## config.mk

```make
export PLATFORM = sky130hd
export DESIGN_NAME = pkt_reader
export DESIGN_NICKNAME = d
export VERILOG_FILES = /design/src/rtl/pkt_reader.sv
export SDC_FILE = /design/constraint.sdc
export NUM_CORES = 2
export LEC_CHECK = 0
export BUFFER_PORTS_ARGS = -buffer_cell sky130_fd_sc_hd__buf_2
export CELL_PAD_IN_SITES_DETAIL_PLACEMENT = 1
export CELL_PAD_IN_SITES_GLOBAL_PLACEMENT = 1
export CORE_MARGIN = 3
export CORE_UTILIZATION = 40
export CTS_CLUSTER_DIAMETER = 100
export CTS_CLUSTER_SIZE = 10
export DETAILED_ROUTE_END_ITERATION = 10
export PLACE_DENSITY = 0.65
export SETUP_SLACK_MARGIN = 0.05
export SLEW_MARGIN = 20
export SYNTH_ARGS = -nofsm -noshare
export SYNTH_HDL_FRONTEND = slang
export SYNTH_SLANG_ARGS = --single-unit
```

## constraint.sdc

```tcl
create_clock -name clk -period 5.2 [get_ports clk]
set_input_delay 0.78 -clock clk [delete_from_list [all_inputs] [get_ports clk]]
set_output_delay 0.78 -clock clk [all_outputs]
set_load 0.05 [all_outputs]
```

## src/rtl/pkt_reader.sv

```systemverilog
// ---------------------------------------------------------------------------
// pkt_reader
// Egress-side packet reader for the shared SRAM packet buffer. Descriptors
// from the write-side allocator are queued in eight per-priority FIFOs. The
// reader picks the next packet, streams its words out of the SRAM one word
// at a time over a valid/ready interface, then pulses rea/chain_id so the
// chain manager can release the packet's block.
//
// Build option:
//   PKT_READER_RR_EN  defined   -> round-robin selection across non-empty
//                                  priorities, pointer resets to 7 so that
//                                  priority 0 is looked at first.
//                     undefined -> strict priority, lowest number wins.
//
// Ports:
//   clk, rst                         clock, synchronous active-high reset
//   enq_valid/enq_ready              descriptor enqueue handshake
//   enq_prio/enq_chain_id/enq_addr/enq_size   descriptor fields
//   sram_re/sram_addr/sram_rdata     SRAM read port (1-cycle read latency)
//   out_valid/out_ready/out_data/out_sop/out_eop   word stream
//   rea/chain_id                     one-cycle release pulse + node id
//   busy                             reader is working on a packet
// ---------------------------------------------------------------------------
module pkt_reader #(
    parameter int DEPTH  = 16,
    parameter int DATA_W = 64,
    parameter int ADDR_W = 12
) (
    input  logic              clk,
    input  logic              rst,
    input  logic              enq_valid,
    output logic              enq_ready,
    input  logic [2:0]        enq_prio,
    input  logic [8:0]        enq_chain_id,
    input  logic [ADDR_W-1:0] enq_addr,
    input  logic [7:0]        enq_size,
    output logic              sram_re,
    output logic [ADDR_W-1:0] sram_addr,
    input  logic [DATA_W-1:0] sram_rdata,
    output logic              out_valid,
    input  logic              out_ready,
    output logic [DATA_W-1:0] out_data,
    output logic              out_sop,
    output logic              out_eop,
    output logic              rea,
    output logic [8:0]        chain_id,
    output logic              busy
);

    localparam int PW = $clog2(DEPTH);
    localparam int CW = PW + 1;
    localparam int EW = 9 + ADDR_W + 8;   // {chain_id, addr, size}

    typedef enum logic [2:0] {
        ST_IDLE = 3'd0,
        ST_RD   = 3'd1,
        ST_WAIT = 3'd2,
        ST_OUT  = 3'd3,
        ST_FREE = 3'd4
    } state_t;

    state_t            state_q, state_d;
    logic [8:0]        id_q, id_d;
    logic [ADDR_W-1:0] base_q, base_d;
    logic [7:0]        size_q, size_d;
    logic [7:0]        cnt_q, cnt_d;
    logic [DATA_W-1:0] data_q, data_d;
    logic              sop_q, sop_d;
    logic              eop_q, eop_d;

    logic [7:0]          not_empty;
    logic [7:0]          full;
    logic [7:0][EW-1:0]  head;
    logic [EW-1:0]       enq_data;
    logic                push_fire;
    logic                pop_fire;
    logic [2:0]          sel;

    // enq_ready looks only at the current count, so a full FIFO stays closed
    // even in a cycle where it is being popped.
    assign enq_ready = ~full[enq_prio];
    // Zero-length descriptors are consumed but never stored.
    assign push_fire = enq_valid & enq_ready & (enq_size != 8'd0);
    assign enq_data  = {enq_chain_id, enq_addr, enq_size};

    // ------------------------------------------------------------------
    // Per-priority descriptor FIFOs
    // ------------------------------------------------------------------
    for (genvar gi = 0; gi < 8; gi++) begin : g_fifo
        logic [EW-1:0] mem [DEPTH];
        logic [PW-1:0] wr_ptr_q, wr_ptr_d;
        logic [PW-1:0] rd_ptr_q, rd_ptr_d;
        logic [CW-1:0] count_q, count_d;
        logic          push_g;
        logic          pop_g;

        assign push_g = push_fire & (enq_prio == 3'(gi));
        assign pop_g  = pop_fire & (sel == 3'(gi));

        always_comb begin
            wr_ptr_d = wr_ptr_q;
            rd_ptr_d = rd_ptr_q;
            count_d  = count_q;
            if (push_g) begin
                wr_ptr_d = wr_ptr_q + PW'(1);
            end
            if (pop_g) begin
                rd_ptr_d = rd_ptr_q + PW'(1);
            end
            // Simultaneous push and pop leave the count unchanged.
            if (push_g && !pop_g) begin
                count_d = count_q + CW'(1);
            end else if (pop_g && !push_g) begin
                count_d = count_q - CW'(1);
            end
        end

        always_ff @(posedge clk) begin
            if (rst) begin
                wr_ptr_q <= '0;
                rd_ptr_q <= '0;
                count_q  <= '0;
            end else begin
                wr_ptr_q <= wr_ptr_d;
                rd_ptr_q <= rd_ptr_d;
                count_q  <= count_d;
            end
        end

        // Storage is not reset; the counters alone define validity.
        always_ff @(posedge clk) begin
            if (push_g) begin
                mem[wr_ptr_q] <= enq_data;
            end
        end

        assign head[gi]      = mem[rd_ptr_q];
        assign not_empty[gi] = (count_q != '0);
        assign full[gi]      = (count_q == CW'(DEPTH));
    end

    // ------------------------------------------------------------------
    // Selector
    // ------------------------------------------------------------------
`ifdef PKT_READER_RR_EN
    logic [2:0] rr_ptr_q, rr_ptr_d;
    logic [2:0] rr_idx;
    logic       rr_found;

    // Scan starts one past the last served priority and wraps around.
    always_comb begin
        sel      = 3'd0;
        rr_idx   = 3'd0;
        rr_found = 1'b0;
        for (int i = 1; i <= 8; i++) begin
            rr_idx = rr_ptr_q + 3'(i);
            if (!rr_found && not_empty[rr_idx]) begin
                sel      = rr_idx;
                rr_found = 1'b1;
            end
        end
    end

    always_comb begin
        rr_ptr_d = rr_ptr_q;
        if (pop_fire) begin
            rr_ptr_d = sel;
        end
    end

    always_ff @(posedge clk) begin
        if (rst) begin
            rr_ptr_q <= 3'd7;
        end else begin
            rr_ptr_q <= rr_ptr_d;
        end
    end
`else
    always_comb begin
        sel = 3'd0;
        for (int i = 7; i >= 0; i--) begin
            if (not_empty[i]) begin
                sel = 3'(i);
            end
        end
    end
`endif

    // ------------------------------------------------------------------
    // Read FSM
    // ------------------------------------------------------------------
    always_ff @(posedge clk) begin
        if (rst) begin
            state_q <= ST_IDLE;
            id_q    <= '0;
            base_q  <= '0;
            size_q  <= '0;
            cnt_q   <= '0;
            data_q  <= '0;
            sop_q   <= 1'b0;
            eop_q   <= 1'b0;
        end else begin
            state_q <= state_d;
            id_q    <= id_d;
            base_q  <= base_d;
            size_q  <= size_d;
            cnt_q   <= cnt_d;
            data_q  <= data_d;
            sop_q   <= sop_d;
            eop_q   <= eop_d;
        end
    end

    always_comb begin
        state_d   = state_q;
        id_d      = id_q;
        base_d    = base_q;
        size_d    = size_q;
        cnt_d     = cnt_q;
        data_d    = data_q;
        sop_d     = sop_q;
        eop_d     = eop_q;
        pop_fire  = 1'b0;
        sram_re   = 1'b0;
        sram_addr = '0;
        rea       = 1'b0;
        chain_id  = '0;

        case (state_q)
            ST_IDLE: begin
                if (|not_empty) begin
                    pop_fire = 1'b1;
                    {id_d, base_d, size_d} = head[sel];
                    cnt_d   = 8'd0;
                    state_d = ST_RD;
                end
            end
            ST_RD: begin
                sram_re   = 1'b1;
                // Natural ADDR_W-bit overflow gives the wrap past the top.
                sram_addr = base_q + ADDR_W'(cnt_q);
                state_d   = ST_WAIT;
            end
            ST_WAIT: begin
                data_d  = sram_rdata;
                sop_d   = (cnt_q == 8'd0);
                eop_d   = (cnt_q == size_q - 8'd1);
                state_d = ST_OUT;
            end
            ST_OUT: begin
                if (out_ready) begin
                    cnt_d   = cnt_q + 8'd1;
                    state_d = eop_q ? ST_FREE : ST_RD;
                end
            end
            ST_FREE: begin
                rea      = 1'b1;
                chain_id = id_q;
                state_d  = ST_IDLE;
            end
            default: begin
                state_d = ST_IDLE;
            end
        endcase
    end

    assign out_valid = (state_q == ST_OUT);
    assign out_data  = data_q;
    assign out_sop   = sop_q;
    assign out_eop   = eop_q;
    assign busy      = (state_q != ST_IDLE);

endmodule

```

==> flow_summary_export.csv <==
group,metric,value,unit
setup_path,worstPathRequired,4.42,ns
setup_path,crit_chain,"ha_1 > a21o_1 > a21oi_1 > o21bai_1 > a21oi_1 > o21bai_1 > a41oi_1 > mux2i_1 > buf_2",
timing,finClkSkew,0.0646,ns
outcome,status,"completed",
clock_tree,cts_made_buffers,434,
clock_tree,clk_path_buf_depth,4,
clock_tree,cts-hold-fix-buffers,27,
clock_tree,ctsResizeCount,0,
floorplanning,die-width,625,µm
pwr,p_leak,53.9,nW
pwr,total_power,81.0,mW
timing,setup_viol,0,
clock_tree,clk_pin_slew,0.06,ns
timing,drv_slew,0,
synthesis,synthFlopType,"edfxtp_1",
pwr,ir_drop,804,µV
floorplanning,ios,192,
detailed_routing,post-route-drc-count,0,
detailed_routing,viasPerCell,5.88,
detailed_routing,drt_iter0_markers,9109,
detailed_routing,wirelength,441000,µm
setup_path,cp_data_arrival_time,3.98,ns
synthesis,synth_cells,7563,
global_route,grt_pass1_vias,83400,
global_route,grt_pass1_wl,628000,µm
place,dp_cells,12700,
cells_and_area,final_cells,13400,
place,place_area,0.163,mm²
synthesis,ys_seq_elements,3954,
synthesis,yosysTopAreaCell,"edfxtp_1",
clock_tree,root_buffer,"clkbuf_16",
setup_path,crit_type,"reg2out",
min_path,hold_path_class,"in2reg",
cells_and_area,area_growth_syn_to_layout,14.4,%
synthesis,yosysSeqAreaShare,0.758,
synthesis,ys.warnings.count,0,
timing,setup_tns,0,ns
cells_and_area,stdcell_area,0.176,mm²
setup_path,end_kind,"primary output",
place,io_buffers,191,
detailed_routing,top_layer_used,"met5",
clock_tree,post-cts-setup-buffers,0,
cells_and_area,n_fill_cell,34900,
synthesis,synthesis.nets,7758,
synthesis,synth.area.top_cells,"edfxtp_1, mux4_2, dfxtp_1, mux2i_1, ha_1",
floorplanning,rows,226,
detailed_routing,route.antenna.remaining_nets,0,
setup_path,startpoint_type,"register",
synthesis,netlist_top_cells_count,"edfxtp_1, mux4_2, mux2i_1, nor2_1, clkbuf_1",
cells_and_area,drive_gt1_frac,0.251,
detailed_routing,drt_pass1_iterations,5,
setup_path,cp_slowest_cell,"dfxtp_1",
detailed_routing,drt-wirelength-per-cell,32.8,µm
detailed_routing,vias,79000,
floorplanning,core_area,0.381,mm²
detailed_routing,met1Wirelength,176000,µm
place,routabilityCongestion,0.850,
synthesis,yosysTopAreaCellShare,0.726,
synthesis,avgSynthCellArea,20.3,µm²
clock_tree,ctsHtreeMaxLevel,5,
clock_tree,cts_tree,"yes",
cells_and_area,nets,8348,
synthesis,synthArstFlopShare,0,
timing,grt_setup_unrepaired,"no",
timing,relSlewSlack,0.224,
timing,period_share,0.915,
setup_path,worst-path-max-fanout,8,
clock_tree,clock-sinks,3954,
setup_path,critical_path.max_stage_delay,0.57,ns
timing,hold_viol,0,
timing,tightest_slew,1.16,ns
place,pre_cts_slack,0.684,ns
synthesis,synth-edff-count,3712,
floorplanning,start_util,0.403,
floorplanning,dieArea,0.391,mm²
timing,fmax,210,MHz
global_route,grt_overflow,0,
pwr,p_per_area,462,mW/mm²
job,cap_violations,0,
synthesis,yosysMostFrequentCell,"edfxtp_1",
global_route,grt_usage,0.223,
detailed_routing,dr_wl_met3,30300,µm
global_route,grt_antenna_before_repair,29,
timing,period_needed,4.76,ns
floorplanning,die_h,625,µm
place,dp_hpwl,267000,µm
timing,hold_ws,0.0946,ns
global_route,grt_max_degree,90,
detailed_routing,wl_met2,217000,µm
clock_tree,insertion_delay,0.98,ns
synthesis,synth.distinct_cells,78,
timing,worst_slack,0.441,ns
synthesis,syn_area,0.153,mm²
cells_and_area,utilization,0.461,
sequential cells by signal (all words and copies together), names as in the netlist, 8 cells and up, named ones only:
register and flops:
base_q 12, cnt_q 8, g_fifo.count_q 40, g_fifo.mem 3712
g_fifo.rd_ptr_q 32, g_fifo.wr_ptr_q 32, id_q 9, out_data 64
size_q 8
routing by layer:
layer / GRT usage / vias up
met5: 0 / -
met4: 0.0862 / 4
met3: 0.0308 / 722
met2: 0.371 / 3292
met1: 0.298 / 42800
li1: - / 32200
power breakdown:
| part | internal (mW) | switching [mW] | total, mW |
|---|---|---|---|
| Clock | 15.5 | 12.0 | 27.5 |
| Sequential | 35.2 | 0.778 | 35.9 |
| Combinational | 5.80 | 11.7 | 17.5 |
| Total | 56.5 | 24.5 | 81.0 |
placed cells by master, fill, tap and decap left out, types with 86 or more instances in the layout:
master | synthesis | final
edfxtp_1 | 3712 | 3712
mux4_2 | 882 | 882
clkbuf_16 | 0 | 439
buf_4 | 12 | 349
mux2i_1 | 324 | 324
nand2_1 | 241 | 241
clkbuf_1 | 243 | 233
dfxtp_1 | 242 | 214
a21oi_1 | 203 | 203
nor2_1 | 272 | 181
inv_1 | 179 | 179
buf_2 | 125 | 161
a221oi_1 | 117 | 117
ha_1 | 86 | 86
path summary, 6_finish.rpt:
check | from | depth (start not counted) | endpoint | slack, ns
min | sram_rdata[28] | 3 | out_data[28] | 0.09
min reg2reg | out_data[19] | 2 | out_data[19] | 0.45
max | cnt_q[1] | 9 | sram_addr[9] | 0.44
max reg2reg | g_fifo[2].count_q[0] | 14 | g_fifo[7].count_q[4] | 0.72
critical path, delay by kind of cell (launching register included):
family | cells | cell delay, ns
buf+inv | 1 | 0.31
fa+ha+maj | 1 | 0.31
mux | 1 | 0.27
flops | 1 | 0.57
compound gates | 6 | 1.57
layout make-up:
type                       count  area [µm²]  area share
sequential                  3954      116000       0.663
multi-input combinational   3008       35600       0.203
clock inverter                21         317     0.00180
tap                         5016        6280      0.0357
inverter                     181         679     0.00387
antenna                       16        40.0    0.000228
timing repair buffer         574        4440      0.0253
clock buffer                 672       11900      0.0675
cell families (layout without fill, tap and decap cells):
family,after synthesis,after routing,synth area share
flops,3954,3954,0.758
mux,1230,1230,0.152
compound gates,794,794,0.0358
simple gates,789,789,0.0241
buf+inv,601,1448,0.0161
xor+xnor,100,100,0.00571
fa+ha+maj,95,95,0.00818
other cells,0,16,0
Note: power is estimated with default switching activity, not from simulation.
